**src/rtl/pc_unit.sv**
```systemverilog
// pc_unit -- program counter with next-PC selection and a run/halt/fault FSM.
//
// Purpose:
//   Holds the fetch PC and picks the next one from four sources. The priority,
//   highest first, is: register target (jr), J-type target, branch target,
//   then pc+4. When the run ends, either by halt or by a misaligned target,
//   the unit stays frozen until reset.
//
// Ports:
//   clk                in   rising-edge clock for all state
//   reset              in   synchronous, active-high reset
//   enable             in   advance on this edge when 1, hold everything when 0
//   branch_offset_sl2  in   [31:0] sign-extended branch offset, already << 2
//   branch_taken       in   select branch target
//   jump               in   select J-type target
//   jump_index         in   [25:0] J-type instr_index
//   jump_reg           in   select register target
//   rs_value           in   [31:0] register target for jr
//   halt               in   stop fetching (terminal HALTED state)
//   pc                 out  [31:0] current PC (registered)
//   pc_plus4           out  [31:0] pc + 4 (combinational)
//   running            out  1 only while in RUN
//   misaligned         out  sticky flag: a misaligned target was seen
//   instr_count        out  [31:0] number of retired PC updates
module pc_unit #(
  parameter logic [31:0] RESET_PC = 32'h0000_0000
) (
  input  logic        clk,
  input  logic        reset,
  input  logic        enable,
  input  logic [31:0] branch_offset_sl2,
  input  logic        branch_taken,
  input  logic        jump,
  input  logic [25:0] jump_index,
  input  logic        jump_reg,
  input  logic [31:0] rs_value,
  input  logic        halt,
  output logic [31:0] pc,
  output logic [31:0] pc_plus4,
  output logic        running,
  output logic        misaligned,
  output logic [31:0] instr_count
);

  typedef enum logic [1:0] {
    S_RUN    = 2'd0,
    S_HALTED = 2'd1,
    S_FAULT  = 2'd2
  } state_t;

  state_t      state_q, state_d;
  logic [31:0] pc_q, pc_d;
  logic [31:0] cnt_q, cnt_d;
  logic        mis_q, mis_d;

  logic [31:0] pc_plus4_w;
  logic [31:0] branch_target;
  logic [31:0] jump_target;
  logic [31:0] next_pc;

  // Adders wrap modulo 2^32 by construction.
  assign pc_plus4_w    = pc_q + 32'd4;
  assign branch_target = pc_plus4_w + branch_offset_sl2;
  assign jump_target   = {pc_plus4_w[31:28], jump_index, 2'b00};

  always_comb begin
    next_pc = pc_plus4_w;
    if (jump_reg) begin
      next_pc = rs_value;
    end else if (jump) begin
      next_pc = jump_target;
    end else if (branch_taken) begin
      next_pc = branch_target;
    end
  end

  // Next-state logic. Only RUN with enable=1 can change anything.
  // Halt is tested before alignment, so a halted run never sets the flag.
  always_comb begin
    state_d = state_q;
    pc_d    = pc_q;
    cnt_d   = cnt_q;
    mis_d   = mis_q;
    if (enable && (state_q == S_RUN)) begin
      if (halt) begin
        state_d = S_HALTED;
      end else if (next_pc[1:0] != 2'b00) begin
        state_d = S_FAULT;
        mis_d   = 1'b1;
      end else begin
        pc_d  = next_pc;
        cnt_d = cnt_q + 32'd1;
      end
    end
  end

  always_ff @(posedge clk) begin
    if (reset) begin
      state_q <= S_RUN;
      pc_q    <= RESET_PC;
      cnt_q   <= 32'd0;
      mis_q   <= 1'b0;
    end else begin
      state_q <= state_d;
      pc_q    <= pc_d;
      cnt_q   <= cnt_d;
      mis_q   <= mis_d;
    end
  end

  assign pc          = pc_q;
  assign pc_plus4    = pc_plus4_w;
  assign running     = (state_q == S_RUN);
  assign misaligned  = mis_q;
  assign instr_count = cnt_q;

endmodule

```
**config.mk**
```make
export PLATFORM = sky130hd
export DESIGN_NAME = pc_unit
export DESIGN_NICKNAME = d
export VERILOG_FILES = /design/src/rtl/pc_unit.sv
export SDC_FILE = /design/constraint.sdc
export NUM_CORES = 1
export LEC_CHECK = 0
export BUFFER_PORTS_ARGS = -buffer_cell sky130_fd_sc_hd__buf_2
export CAP_MARGIN = 15
export CORE_UTILIZATION = 55
export DETAILED_ROUTE_END_ITERATION = 10
export HOLD_SLACK_MARGIN = 0.1
export PLACE_DENSITY = 0.86
export SYNTH_ARGS = -nofsm -noshare
export SYNTH_HDL_FRONTEND = slang
export SYNTH_SLANG_ARGS = --single-unit
```
**constraint.sdc**
```tcl
create_clock -name clk -period 10.4 [get_ports clk]
set_input_delay 0.52 -clock clk [delete_from_list [all_inputs] [get_ports clk]]
set_output_delay 0.52 -clock clk [all_outputs]
set_load 0.02 [all_outputs]
```
==> report_table.html, run 1 <==
<table>
<tr><th>Metric</th><th>Value</th></tr>
<tr><th colspan="2">Run status</th></tr>
<tr><td>Run status</td><td>completed</td></tr>
<tr><th colspan="2">Critical path</th></tr>
<tr><td>Critical path cell sequence</td><td>nand3_2 -&gt; nor4_1 -&gt; xor2_1 -&gt; ha_1 -&gt; a21oi_1 -&gt; o21ai_0 -&gt; a221oi_1 -&gt; a21oi_1 -&gt; mux2i_1 -&gt; or4_1 -&gt; a21oi_1</td></tr>
<tr><td>Cell family with the largest share of critical-path delay</td><td>simple AND/OR/NAND/NOR gates</td></tr>
<tr><td>Data arrival, critical path</td><td>4720 ps</td></tr>
<tr><td>Crit path required time</td><td>10700 ps</td></tr>
<tr><td>Critical path peak fanout</td><td>8</td></tr>
<tr><td>Largest stage delay on the critical path</td><td>860 ps</td></tr>
<tr><td>R2r setup slk</td><td>5980 ps</td></tr>
<tr><td>CP endpoint kind</td><td>register</td></tr>
<tr><td>Slowest CP cell</td><td>sky130_fd_sc_hd__nor4_1</td></tr>
<tr><td>Worst setup path class</td><td>reg -&gt; reg</td></tr>
<tr><td>Sum of buffers and inverters on the critical path</td><td>0</td></tr>
<tr><td>FF-to-FF Start</td><td>pc[5]</td></tr>
<tr><td>Worst reg-to-reg path cell count</td><td>11</td></tr>
<tr><td>Startpoint kind of the worst setup timing path</td><td>register</td></tr>
<tr><td>Most frequent cell on the critical path</td><td>sky130_fd_sc_hd__a21oi_1</td></tr>
<tr><td>Reg-to-reg endpoint</td><td>pc[25]</td></tr>
<tr><th colspan="2">Logic synthesis</th></tr>
<tr><td>Post-synth top cells</td><td>sky130_fd_sc_hd__nand2_1 (77), sky130_fd_sc_hd__nor2_1 (73), sky130_fd_sc_hd__a21oi_1 (70), sky130_fd_sc_hd__dfxtp_1 (67), sky130_fd_sc_hd__ha_1 (41)</td></tr>
<tr><td>Synth Area in Compound Gates</td><td>25.4%</td></tr>
<tr><td>Post-synthesis mux area share</td><td>1.56%</td></tr>
<tr><td>Netlist area before placement</td><td>0.00584 sq mm</td></tr>
<tr><td>Combinational family with the most area after synthesis</td><td>simple AND/OR/NAND/NOR gates</td></tr>
<tr><td>Register bit total from synthesis</td><td>67</td></tr>
<tr><td>Number of distinct library cell variants in the gate-level netlist after synthesis</td><td>76</td></tr>
<tr><td>Share of synthesized cell area in and, or, nand and nor gates</td><td>26.5%</td></tr>
<tr><td>Post-synth top flop</td><td>sky130_fd_sc_hd__dfxtp_1</td></tr>
<tr><td>Yosys top cell area share</td><td>23.0%</td></tr>
<tr><td>Async set-reset flop share out of synthesis</td><td>0%</td></tr>
<tr><td>Gate count after technology mapping</td><td>781</td></tr>
<tr><td>Register area share after synthesis</td><td>23.0%</td></tr>
<tr><td>Largest area contributor in the synthesized netlist</td><td>sky130_fd_sc_hd__dfxtp_1</td></tr>
<tr><td>Most numerous cell in the Yosys netlist</td><td>sky130_fd_sc_hd__nand2_1</td></tr>
<tr><td>Parity-gate share of the synthesized area counting xor and xnor cells</td><td>9.88%</td></tr>
<tr><td>Warnings from Yosys</td><td>0</td></tr>
<tr><td>Per-instance average area after synthesis</td><td>7.48 sq um</td></tr>
<tr><td>Synthesized Nets</td><td>920</td></tr>
<tr><td>Count of flip-flops with a built-in enable after synthesis</td><td>0</td></tr>
<tr><td>Adder-cell share of the synthesized area</td><td>9.13%</td></tr>
<tr><td>Synth top area cells</td><td>sky130_fd_sc_hd__dfxtp_1 (23%), sky130_fd_sc_hd__ha_1 (8.8%), sky130_fd_sc_hd__a21oi_1 (6.0%)</td></tr>
<tr><th colspan="2">Clocking</th></tr>
<tr><td>Total number of H-tree levels</td><td>3</td></tr>
<tr><td>Post-CTS resize count</td><td>0</td></tr>
<tr><td>Number of buffers on the longest clock path</td><td>2</td></tr>
<tr><td>Clock edge transition at the registers on the reported setup and hold paths</td><td>90 ps</td></tr>
<tr><td>CTS Hold Buffers Added</td><td>0</td></tr>
<tr><td>Clock buffer count from CTS</td><td>9</td></tr>
<tr><td>Clock sink total</td><td>67</td></tr>
<tr><td>Clock tree from TritonCTS</td><td>built</td></tr>
<tr><td>Post-CTS Setup Inserts</td><td>0</td></tr>
<tr><td>Clock network latency to the later pin of the worst-skew pair</td><td>360 ps</td></tr>
<tr><td>Root buffer cell</td><td>sky130_fd_sc_hd__clkbuf_8</td></tr>
<tr><th colspan="2">Global route</th></tr>
<tr><td>Global-route wire length before repair</td><td>31200 um</td></tr>
<tr><td>Global route total overflow</td><td>0</td></tr>
<tr><td>Pin count of the biggest net entering global routing</td><td>66</td></tr>
<tr><td>Global routing usage summed across all routing layers</td><td>35.4%</td></tr>
<tr><td>Initial antenna violation count</td><td>1</td></tr>
<tr><td>Number of global-route vias before repair</td><td>6358</td></tr>
<tr><th colspan="2">Finish</th></tr>
<tr><td>Filler Cell Count</td><td>908</td></tr>
<tr><td>Fin util</td><td>68.6%</td></tr>
<tr><td>Share of final-layout standard cells stronger than drive strength 1</td><td>24.9%</td></tr>
<tr><td>Layout area overhead</td><td>21.2%</td></tr>
<tr><td>Total Nets Final</td><td>1089</td></tr>
<tr><td>Total inserted antenna cells</td><td>0</td></tr>
<tr><th colspan="2">Power</th></tr>
<tr><td>Part of the total power dissipated in combinational logic</td><td>26.9%</td></tr>
<tr><td>Pwr dens</td><td>104 mW/mm^2</td></tr>
<tr><td>P_leak</td><td>3.26 nW</td></tr>
<tr><td>Sequential Power Share</td><td>37.0%</td></tr>
<tr><td>Total chip power</td><td>0.738 mW</td></tr>
<tr><td>Reported net switching power</td><td>0.259 mW</td></tr>
<tr><td>Clock group share of total power</td><td>36.1%</td></tr>
<tr><td>VDD IR max</td><td>0.0000971 V</td></tr>
<tr><td>Internal power of the cells</td><td>0.479 mW</td></tr>
<tr><td>Net Sw Frac</td><td>35.1%</td></tr>
<tr><th colspan="2">Die</th></tr>
<tr><td>Core Box Area</td><td>0.0103 sq mm</td></tr>
<tr><td>Horizontal die dimension</td><td>105 um</td></tr>
<tr><td>Cell Rows</td><td>37</td></tr>
<tr><td>IO Pins</td><td>195</td></tr>
<tr><td>Initial standard-cell utilization of the core</td><td>56.6%</td></tr>
<tr><td>Die height</td><td>105 um</td></tr>
<tr><td>Full die area</td><td>0.0110 sq mm</td></tr>
<tr><th colspan="2">Timing</th></tr>
<tr><td>Total negative slack for setup checks</td><td>0 ps</td></tr>
<tr><td>Minimum clock period</td><td>4420 ps</td></tr>
<tr><td>Setup repair after global routing missed its margin</td><td>false</td></tr>
<tr><td>Final clock skew</td><td>15.3 ps</td></tr>
<tr><td>Slew at the pin closest to its max-slew limit</td><td>1160 ps</td></tr>
<tr><td>Setup violations, final</td><td>0</td></tr>
<tr><td>Pins over their slew limit</td><td>0</td></tr>
<tr><td>Share of the cycle needed by the critical path after routing</td><td>42.5%</td></tr>
<tr><td>Fmax</td><td>0.226 GHz</td></tr>
<tr><td>Final hold vios</td><td>0</td></tr>
<tr><td>Max transition margin</td><td>22.8%</td></tr>
<tr><th colspan="2">Hold path</th></tr>
<tr><td>Worst Hold Depth</td><td>3</td></tr>
<tr><td>Endpoint of the worst hold-timing path</td><td>pc[12]</td></tr>
<tr><td>Worst hold path class</td><td>in -&gt; reg</td></tr>
<tr><td>Min-delay src</td><td>jump_index[10]</td></tr>
<tr><th colspan="2">Drt</th></tr>
<tr><td>Total length of routed wires</td><td>19800 um</td></tr>
<tr><td>Number of design-rule violations left by the first detailed-router iteration</td><td>439</td></tr>
<tr><td>Final antenna-violating net count</td><td>0</td></tr>
<tr><td>Iteration count of the initial detailed-routing pass</td><td>8</td></tr>
<tr><td>Average via count per standard cell</td><td>6.21</td></tr>
<tr><td>DR vias</td><td>6779</td></tr>
<tr><td>Wire length per cell</td><td>18.1 um</td></tr>
<tr><td>Remaining routing DRC violations</td><td>0</td></tr>
<tr><th colspan="2">Flow run</th></tr>
<tr><td>Total of max-cap violations</td><td>0</td></tr>
<tr><th colspan="2">Placed design</th></tr>
<tr><td>Routability Congestion</td><td>0.999</td></tr>
<tr><td>Quantity of I/O buffers inserted on ports</td><td>194</td></tr>
<tr><td>DPL Wire Length</td><td>14600 um</td></tr>
</table>
-- sequential cells by signal, summed over array words and instances, names as in the netlist --
name	cells
state_q	2
instr_count	32
misaligned	1
pc	32
-- worst max-delay path by stage --
stage / depth (start not counted) / from / to
2_1_floorplan: 11 / pc[5] / pc[25]
3_3_place_gp: 11 / pc[5] / pc[25]
3_5_place_dp: 11 / pc[5] / pc[25]
4_1_cts: 12 / pc[2] / pc[25]
5_1_grt: 12 / pc[2] / pc[25]
6_report: 11 / pc[5] / pc[25]
-- layout make-up --
class,count,area [sq um],area share [%]
multi-input cells,646,4230,59.8
flip-flops and latches,67,1340,19.0
repair buffers,197,993,14.0
well taps,136,170,2.40
clock buffers,9,124,1.75
inverters,29,109,1.54
clock inverters,7,108,1.52
-- per-stage QoR --
step | cells | setup slack [ps] | hold WS [ps] | instance area [sq um]
6_report | 1091 | 5980 | 409 | 7080
5_1_grt | 1091 | 5640 | 423 | 7080
3_3_place_gp | 1075 | 6320 | 433 | 6850
3_5_place_dp | 1075 | 6140 | 443 | 6850
4_1_cts | 1091 | 6120 | 400 | 7080
2_1_floorplan | 781 | 6430 | 437 | 5840
-- worst register-to-register path, delay by kind of cell (launching register included) --
family	cells	cell delay (ps)
muxes	1	150
xor gates and xnor gates	1	230
and+or+nand+nor	3	1560
adders and majority gates	1	420
DFF	1	460
AOI/OAI and AO/OA	5	1550
-- metal layers --
layer  global-route usage, %  vias to the layer above  share of wire [%]
met4                    19.6                        2                4.5
li1                        -                     3207                  -
met2                    58.4                      373                 45
met1                    44.4                     3121                 41
met3                    5.12                       76                9.8
met5                       0                        -              0.066
-- cells by family after synthesis --
logic type / after synthesis
adders and majority gates: 42
and+or+nand+nor: 303
muxes: 9
AOI/OAI and AO/OA: 227
xor gates and xnor gates: 65
DFF: 67
buffers and inverters: 68
-- cell usage in the layout (no fill, tap or decap), types with 5 or more instances in the layout --
master | Yosys | final
sky130_fd_sc_hd__and3_1 | 16 | 16
sky130_fd_sc_hd__nor3_1 | 24 | 24
sky130_fd_sc_hd__o22ai_1 | 11 | 11
sky130_fd_sc_hd__ha_1 | 41 | 41
sky130_fd_sc_hd__o21ai_0 | 37 | 37
sky130_fd_sc_hd__xor2_1 | 31 | 31
sky130_fd_sc_hd__inv_1 | 28 | 28
sky130_fd_sc_hd__a21o_1 | 13 | 13
sky130_fd_sc_hd__o221ai_1 | 6 | 6
sky130_fd_sc_hd__o211ai_1 | 10 | 10
sky130_fd_sc_hd__dfxtp_1 | 67 | 67
sky130_fd_sc_hd__nor4_1 | 5 | 5
sky130_fd_sc_hd__nor2_1 | 73 | 72
sky130_fd_sc_hd__xnor2_1 | 33 | 33
sky130_fd_sc_hd__nand4_1 | 16 | 16
sky130_fd_sc_hd__a31oi_1 | 10 | 10
sky130_fd_sc_hd__nand2_1 | 77 | 77
sky130_fd_sc_hd__a21oi_1 | 70 | 70
sky130_fd_sc_hd__buf_2 | 3 | 194
sky130_fd_sc_hd__o21a_1 | 8 | 8
sky130_fd_sc_hd__clkbuf_8 | 0 | 9
sky130_fd_sc_hd__nand3b_1 | 6 | 6
sky130_fd_sc_hd__a211oi_1 | 20 | 20
sky130_fd_sc_hd__nand3_1 | 35 | 35
sky130_fd_sc_hd__or3_1 | 16 | 16
sky130_fd_sc_hd__mux2i_1 | 8 | 8
-- power groups by stage --
stage | combinational [mW] | clock (mW) | sequential, mW
after global routing | 0.215 | 0.278 | 0.274
after CTS | 0.195 | 0.268 | 0.273
final | 0.199 | 0.266 | 0.273
after detailed placement | 0.194 | 0 | 0.279
after global placement | 0.193 | 0 | 0.278
after floorplan | 0.123 | 0 | 0.285
(Power assumes the default switching activity.)
==> run 2: changes to the inputs <==
--- a/config.mk
+++ b/config.mk
@@ -5,12 +5,13 @@
 export SDC_FILE = /design/constraint.sdc
 export NUM_CORES = 1
 export LEC_CHECK = 0
+export ABC_AREA = 1
 export BUFFER_PORTS_ARGS = -buffer_cell sky130_fd_sc_hd__buf_2
 export CAP_MARGIN = 15
 export CORE_UTILIZATION = 55
 export DETAILED_ROUTE_END_ITERATION = 10
 export HOLD_SLACK_MARGIN = 0.1
-export PLACE_DENSITY = 0.86
+export PLACE_DENSITY = 0.83
 export SYNTH_ARGS = -nofsm -noshare
 export SYNTH_HDL_FRONTEND = slang
 export SYNTH_SLANG_ARGS = --single-unit
==> constraint.sdc (replaced) <==
create_clock -name clk -period 4.2 [get_ports clk]
set_input_delay 0.21 -clock clk [delete_from_list [all_inputs] [get_ports clk]]
set_output_delay 0.21 -clock clk [all_outputs]
set_load 0.02 [all_outputs]
==> run 2 against run 1 <==
Effect of this change: highest routed layer is now met4; non-clock buffer count increased by 1; power grew to 2.6 times the previous value; worst hold slack lost 240 ps; sequential power up 150%; largest cell class unchanged; area after synthesis grew 25%; final area grew 22%; via count grew 36%; core utilization shrank 0.92 points; fmax increased by 23%; critical path type unchanged; first-iteration DRC count increased by 130%; setup slack got worse by 5400 ps; register-to-register slack got worse by 5400 ps.
==> report_table.html, run 2 <==
<table>
<tr><th>Metric</th><th>Value</th></tr>
<tr><th colspan="2">Run status</th></tr>
<tr><td>Run status</td><td>completed</td></tr>
<tr><th colspan="2">Logic synthesis</th></tr>
<tr><td>Combinational family with the most area after synthesis</td><td>simple AND/OR/NAND/NOR gates</td></tr>
<tr><td>Synth top area cells</td><td>sky130_fd_sc_hd__nand2_1 (25%), sky130_fd_sc_hd__dfxtp_1 (18%), sky130_fd_sc_hd__inv_1 (9.6%)</td></tr>
<tr><td>Post-synth top flop</td><td>sky130_fd_sc_hd__dfxtp_1</td></tr>
<tr><td>Most numerous cell in the Yosys netlist</td><td>sky130_fd_sc_hd__nand2_1</td></tr>
<tr><td>Register bit total from synthesis</td><td>67</td></tr>
<tr><td>Gate count after technology mapping</td><td>1334</td></tr>
<tr><td>Synthesized Nets</td><td>1473</td></tr>
<tr><td>Share of synthesized cell area in and, or, nand and nor gates</td><td>45.2%</td></tr>
<tr><td>Number of distinct library cell variants in the gate-level netlist after synthesis</td><td>41</td></tr>
<tr><td>Register area share after synthesis</td><td>18.3%</td></tr>
<tr><td>Async set-reset flop share out of synthesis</td><td>0%</td></tr>
<tr><td>Warnings from Yosys</td><td>0</td></tr>
<tr><td>Yosys top cell area share</td><td>24.5%</td></tr>
<tr><td>Synth Area in Compound Gates</td><td>12.0%</td></tr>
<tr><td>Largest area contributor in the synthesized netlist</td><td>sky130_fd_sc_hd__nand2_1</td></tr>
<tr><td>Adder-cell share of the synthesized area</td><td>7.28%</td></tr>
<tr><td>Per-instance average area after synthesis</td><td>5.49 sq um</td></tr>
<tr><td>Post-synth top cells</td><td>sky130_fd_sc_hd__nand2_1 (478), sky130_fd_sc_hd__inv_1 (187), sky130_fd_sc_hd__nor2_1 (148), sky130_fd_sc_hd__a21oi_1 (110), sky130_fd_sc_hd__nand3_1 (73)</td></tr>
<tr><td>Netlist area before placement</td><td>0.00732 sq mm</td></tr>
<tr><td>Count of flip-flops with a built-in enable after synthesis</td><td>0</td></tr>
<tr><td>Parity-gate share of the synthesized area counting xor and xnor cells</td><td>5.03%</td></tr>
<tr><td>Post-synthesis mux area share</td><td>0%</td></tr>
<tr><th colspan="2">Clocking</th></tr>
<tr><td>CTS Hold Buffers Added</td><td>0</td></tr>
<tr><td>Root buffer cell</td><td>sky130_fd_sc_hd__clkbuf_16</td></tr>
<tr><td>Clock buffer count from CTS</td><td>9</td></tr>
<tr><td>Clock network latency to the later pin of the worst-skew pair</td><td>340 ps</td></tr>
<tr><td>Number of buffers on the longest clock path</td><td>2</td></tr>
<tr><td>Post-CTS Setup Inserts</td><td>0</td></tr>
<tr><td>Post-CTS resize count</td><td>0</td></tr>
<tr><td>Clock edge transition at the registers on the reported setup and hold paths</td><td>60 ps</td></tr>
<tr><td>Clock tree from TritonCTS</td><td>built</td></tr>
<tr><td>Clock sink total</td><td>67</td></tr>
<tr><td>Total number of H-tree levels</td><td>3</td></tr>
<tr><th colspan="2">Drt</th></tr>
<tr><td>DR vias</td><td>9238</td></tr>
<tr><td>Average via count per standard cell</td><td>5.48</td></tr>
<tr><td>Number of design-rule violations left by the first detailed-router iteration</td><td>1022</td></tr>
<tr><td>Remaining routing DRC violations</td><td>0</td></tr>
<tr><td>Total length of routed wires</td><td>26900 um</td></tr>
<tr><td>Wire length per cell</td><td>16.0 um</td></tr>
<tr><td>Final antenna-violating net count</td><td>0</td></tr>
<tr><td>Iteration count of the initial detailed-routing pass</td><td>7</td></tr>
<tr><th colspan="2">Power</th></tr>
<tr><td>Pwr dens</td><td>221 mW/mm^2</td></tr>
<tr><td>P_leak</td><td>4.68 nW</td></tr>
<tr><td>VDD IR max</td><td>0.000211 V</td></tr>
<tr><td>Total chip power</td><td>1.91 mW</td></tr>
<tr><th colspan="2">Timing</th></tr>
<tr><td>Setup violations, final</td><td>0</td></tr>
<tr><td>Slew at the pin closest to its max-slew limit</td><td>751 ps</td></tr>
<tr><td>Fin worst setup slack</td><td>592 ps</td></tr>
<tr><td>Pins over their slew limit</td><td>0</td></tr>
<tr><td>Total negative slack for setup checks</td><td>0 ps</td></tr>
<tr><td>Setup repair after global routing missed its margin</td><td>false</td></tr>
<tr><td>Fmax</td><td>0.277 GHz</td></tr>
<tr><td>Final hold vios</td><td>0</td></tr>
<tr><td>Max transition margin</td><td>49.9%</td></tr>
<tr><td>Minimum clock period</td><td>3610 ps</td></tr>
<tr><td>Hold Slack</td><td>170 ps</td></tr>
<tr><td>Final clock skew</td><td>5.61 ps</td></tr>
<tr><td>Share of the cycle needed by the critical path after routing</td><td>85.9%</td></tr>
<tr><th colspan="2">Critical path</th></tr>
<tr><td>Reg-to-reg endpoint</td><td>pc[20]</td></tr>
<tr><td>Data arrival, critical path</td><td>3870 ps</td></tr>
<tr><td>Worst setup path class</td><td>reg -&gt; reg</td></tr>
<tr><td>R2r setup slk</td><td>590 ps</td></tr>
<tr><td>Crit path launch</td><td>pc[2]</td></tr>
<tr><td>Critical path peak fanout</td><td>6</td></tr>
<tr><td>End point of the critical path</td><td>pc[20]</td></tr>
<tr><td>CP endpoint kind</td><td>register</td></tr>
<tr><td>FF-to-FF Start</td><td>pc[2]</td></tr>
<tr><td>Worst reg-to-reg path cell count</td><td>20</td></tr>
<tr><td>Crit path required time</td><td>4460 ps</td></tr>
<tr><td>Startpoint kind of the worst setup timing path</td><td>register</td></tr>
<tr><th colspan="2">Global route</th></tr>
<tr><td>Global route total overflow</td><td>0</td></tr>
<tr><td>Global-route wire length before repair</td><td>42700 um</td></tr>
<tr><td>Initial antenna violation count</td><td>0</td></tr>
<tr><td>Global routing usage summed across all routing layers</td><td>38.9%</td></tr>
<tr><td>Pin count of the biggest net entering global routing</td><td>47</td></tr>
<tr><td>Number of global-route vias before repair</td><td>8225</td></tr>
<tr><th colspan="2">Finish</th></tr>
<tr><td>Combined area of the multi-input logic cells</td><td>0.00508 sq mm</td></tr>
<tr><td>Layout Cells excl Fill</td><td>1685</td></tr>
<tr><td>Filler Cell Count</td><td>1217</td></tr>
<tr><td>Most used cells in the layout excluding fill and tap cells</td><td>sky130_fd_sc_hd__nand2_1 (478), sky130_fd_sc_hd__buf_2 (194), sky130_fd_sc_hd__inv_1 (187)</td></tr>
<tr><td>Share of final-layout standard cells stronger than drive strength 1</td><td>15.5%</td></tr>
<tr><td>Layout area overhead</td><td>18.1%</td></tr>
<tr><td>Total inserted antenna cells</td><td>0</td></tr>
<tr><td>Commonest non-fill, non-tap cell in the layout</td><td>sky130_fd_sc_hd__nand2_1</td></tr>
<tr><td>Register cell area after layout</td><td>0.00134 sq mm</td></tr>
<tr><td>Total Nets Final</td><td>1647</td></tr>
<tr><th colspan="2">Die</th></tr>
<tr><td>Full die area</td><td>0.0138 sq mm</td></tr>
<tr><td>Cell Rows</td><td>41</td></tr>
<tr><td>Initial standard-cell utilization of the core</td><td>57.3%</td></tr>
<tr><td>Die height</td><td>117 um</td></tr>
<tr><td>IO Pins</td><td>195</td></tr>
<tr><td>Core Box Area</td><td>0.0128 sq mm</td></tr>
<tr><td>Horizontal die dimension</td><td>117 um</td></tr>
<tr><th colspan="2">Placed design</th></tr>
<tr><td>Place WS</td><td>752 ps</td></tr>
<tr><td>Cell count after placement</td><td>1669</td></tr>
<tr><td>Routability Congestion</td><td>0.993</td></tr>
<tr><td>Quantity of I/O buffers inserted on ports</td><td>194</td></tr>
<tr><td>DPL Wire Length</td><td>21700 um</td></tr>
<tr><th colspan="2">Hold path</th></tr>
<tr><td>Worst hold path class</td><td>in -&gt; reg</td></tr>
<tr><th colspan="2">Flow run</th></tr>
<tr><td>Total of max-cap violations</td><td>0</td></tr>
</table>
run 2: metal layers:
layer / routed length (um) / GRT usage (%)
met5: 0 / 0
met3: 2790 / 7.64
met4: 877 / 15.4
met2: 11400 / 58.8
met1: 11800 / 53.9
run 2: logic make-up (layout without fill, tap and decap cells):
family	after synthesis	in the layout
flip-flops	67	67
XOR/XNOR	42	42
buffers and inverters	228	407
AND/OR/NAND/NOR	784	784
adder cells (fa/ha/maj)	42	42
AO/OA/AOI/OAI	171	171
run 2: layout make-up:
cell class,count,area share [%]
Multi-Input combinational cell,1039,58.8
Sequential cell,67,15.5
Timing Repair Buffer,198,11.6
Inverter,193,8.41
Clock buffer,12,2.85
Tap cell,172,2.49
Clock inverter,4,0.304
run 2: per-stage QoR:
stage	area [sq um]	util [%]
finish	8640	67.6
global route	8640	67.6
CTS	8640	67.6
detailed placement	8370	65.5
global placement	8370	65.5
floorplan	7320	-
run 2: worst min-delay path by stage:
stage | from | to | slack (ps) | cells after the start
floorplan | halt | state_q[0] | 370 | 2
global placement | misaligned | misaligned | 440 | 2
detailed placement | state_q[1] | state_q[1] | 470 | 2
CTS | halt | state_q[0] | 160 | 3
global route | halt | state_q[0] | 160 | 3
finish | halt | state_q[0] | 170 | 3
run 2: power breakdown:
part	internal, mW	leakage (nW)	switching (mW)	total, mW
Sequential	0.652	0.542	0.0225	0.674
Clock	0.415	0.133	0.291	0.706
Combinational	0.176	4.01	0.356	0.532
Total	1.24	4.68	0.670	1.91
run 2: worst max-delay path, stage by stage (launching register included):
cell,delay [ps]
sky130_fd_sc_hd__dfxtp_1,430
sky130_fd_sc_hd__ha_1,230
sky130_fd_sc_hd__nand2_1,70
sky130_fd_sc_hd__nor2_2,290
sky130_fd_sc_hd__inv_1,80
sky130_fd_sc_hd__nor2_1,290
sky130_fd_sc_hd__xor2_1,250
sky130_fd_sc_hd__inv_1,90
sky130_fd_sc_hd__ha_1,370
sky130_fd_sc_hd__nand2_1,110
sky130_fd_sc_hd__inv_1,90
sky130_fd_sc_hd__nand2_1,120
sky130_fd_sc_hd__nor2_1,230
sky130_fd_sc_hd__nand3b_1,230
sky130_fd_sc_hd__nand3_1,150
sky130_fd_sc_hd__nand2_1,60
sky130_fd_sc_hd__nand3_1,110
sky130_fd_sc_hd__nand3_1,80
sky130_fd_sc_hd__nand2_1,110
sky130_fd_sc_hd__nand2_1,50
sky130_fd_sc_hd__a21oi_1,110
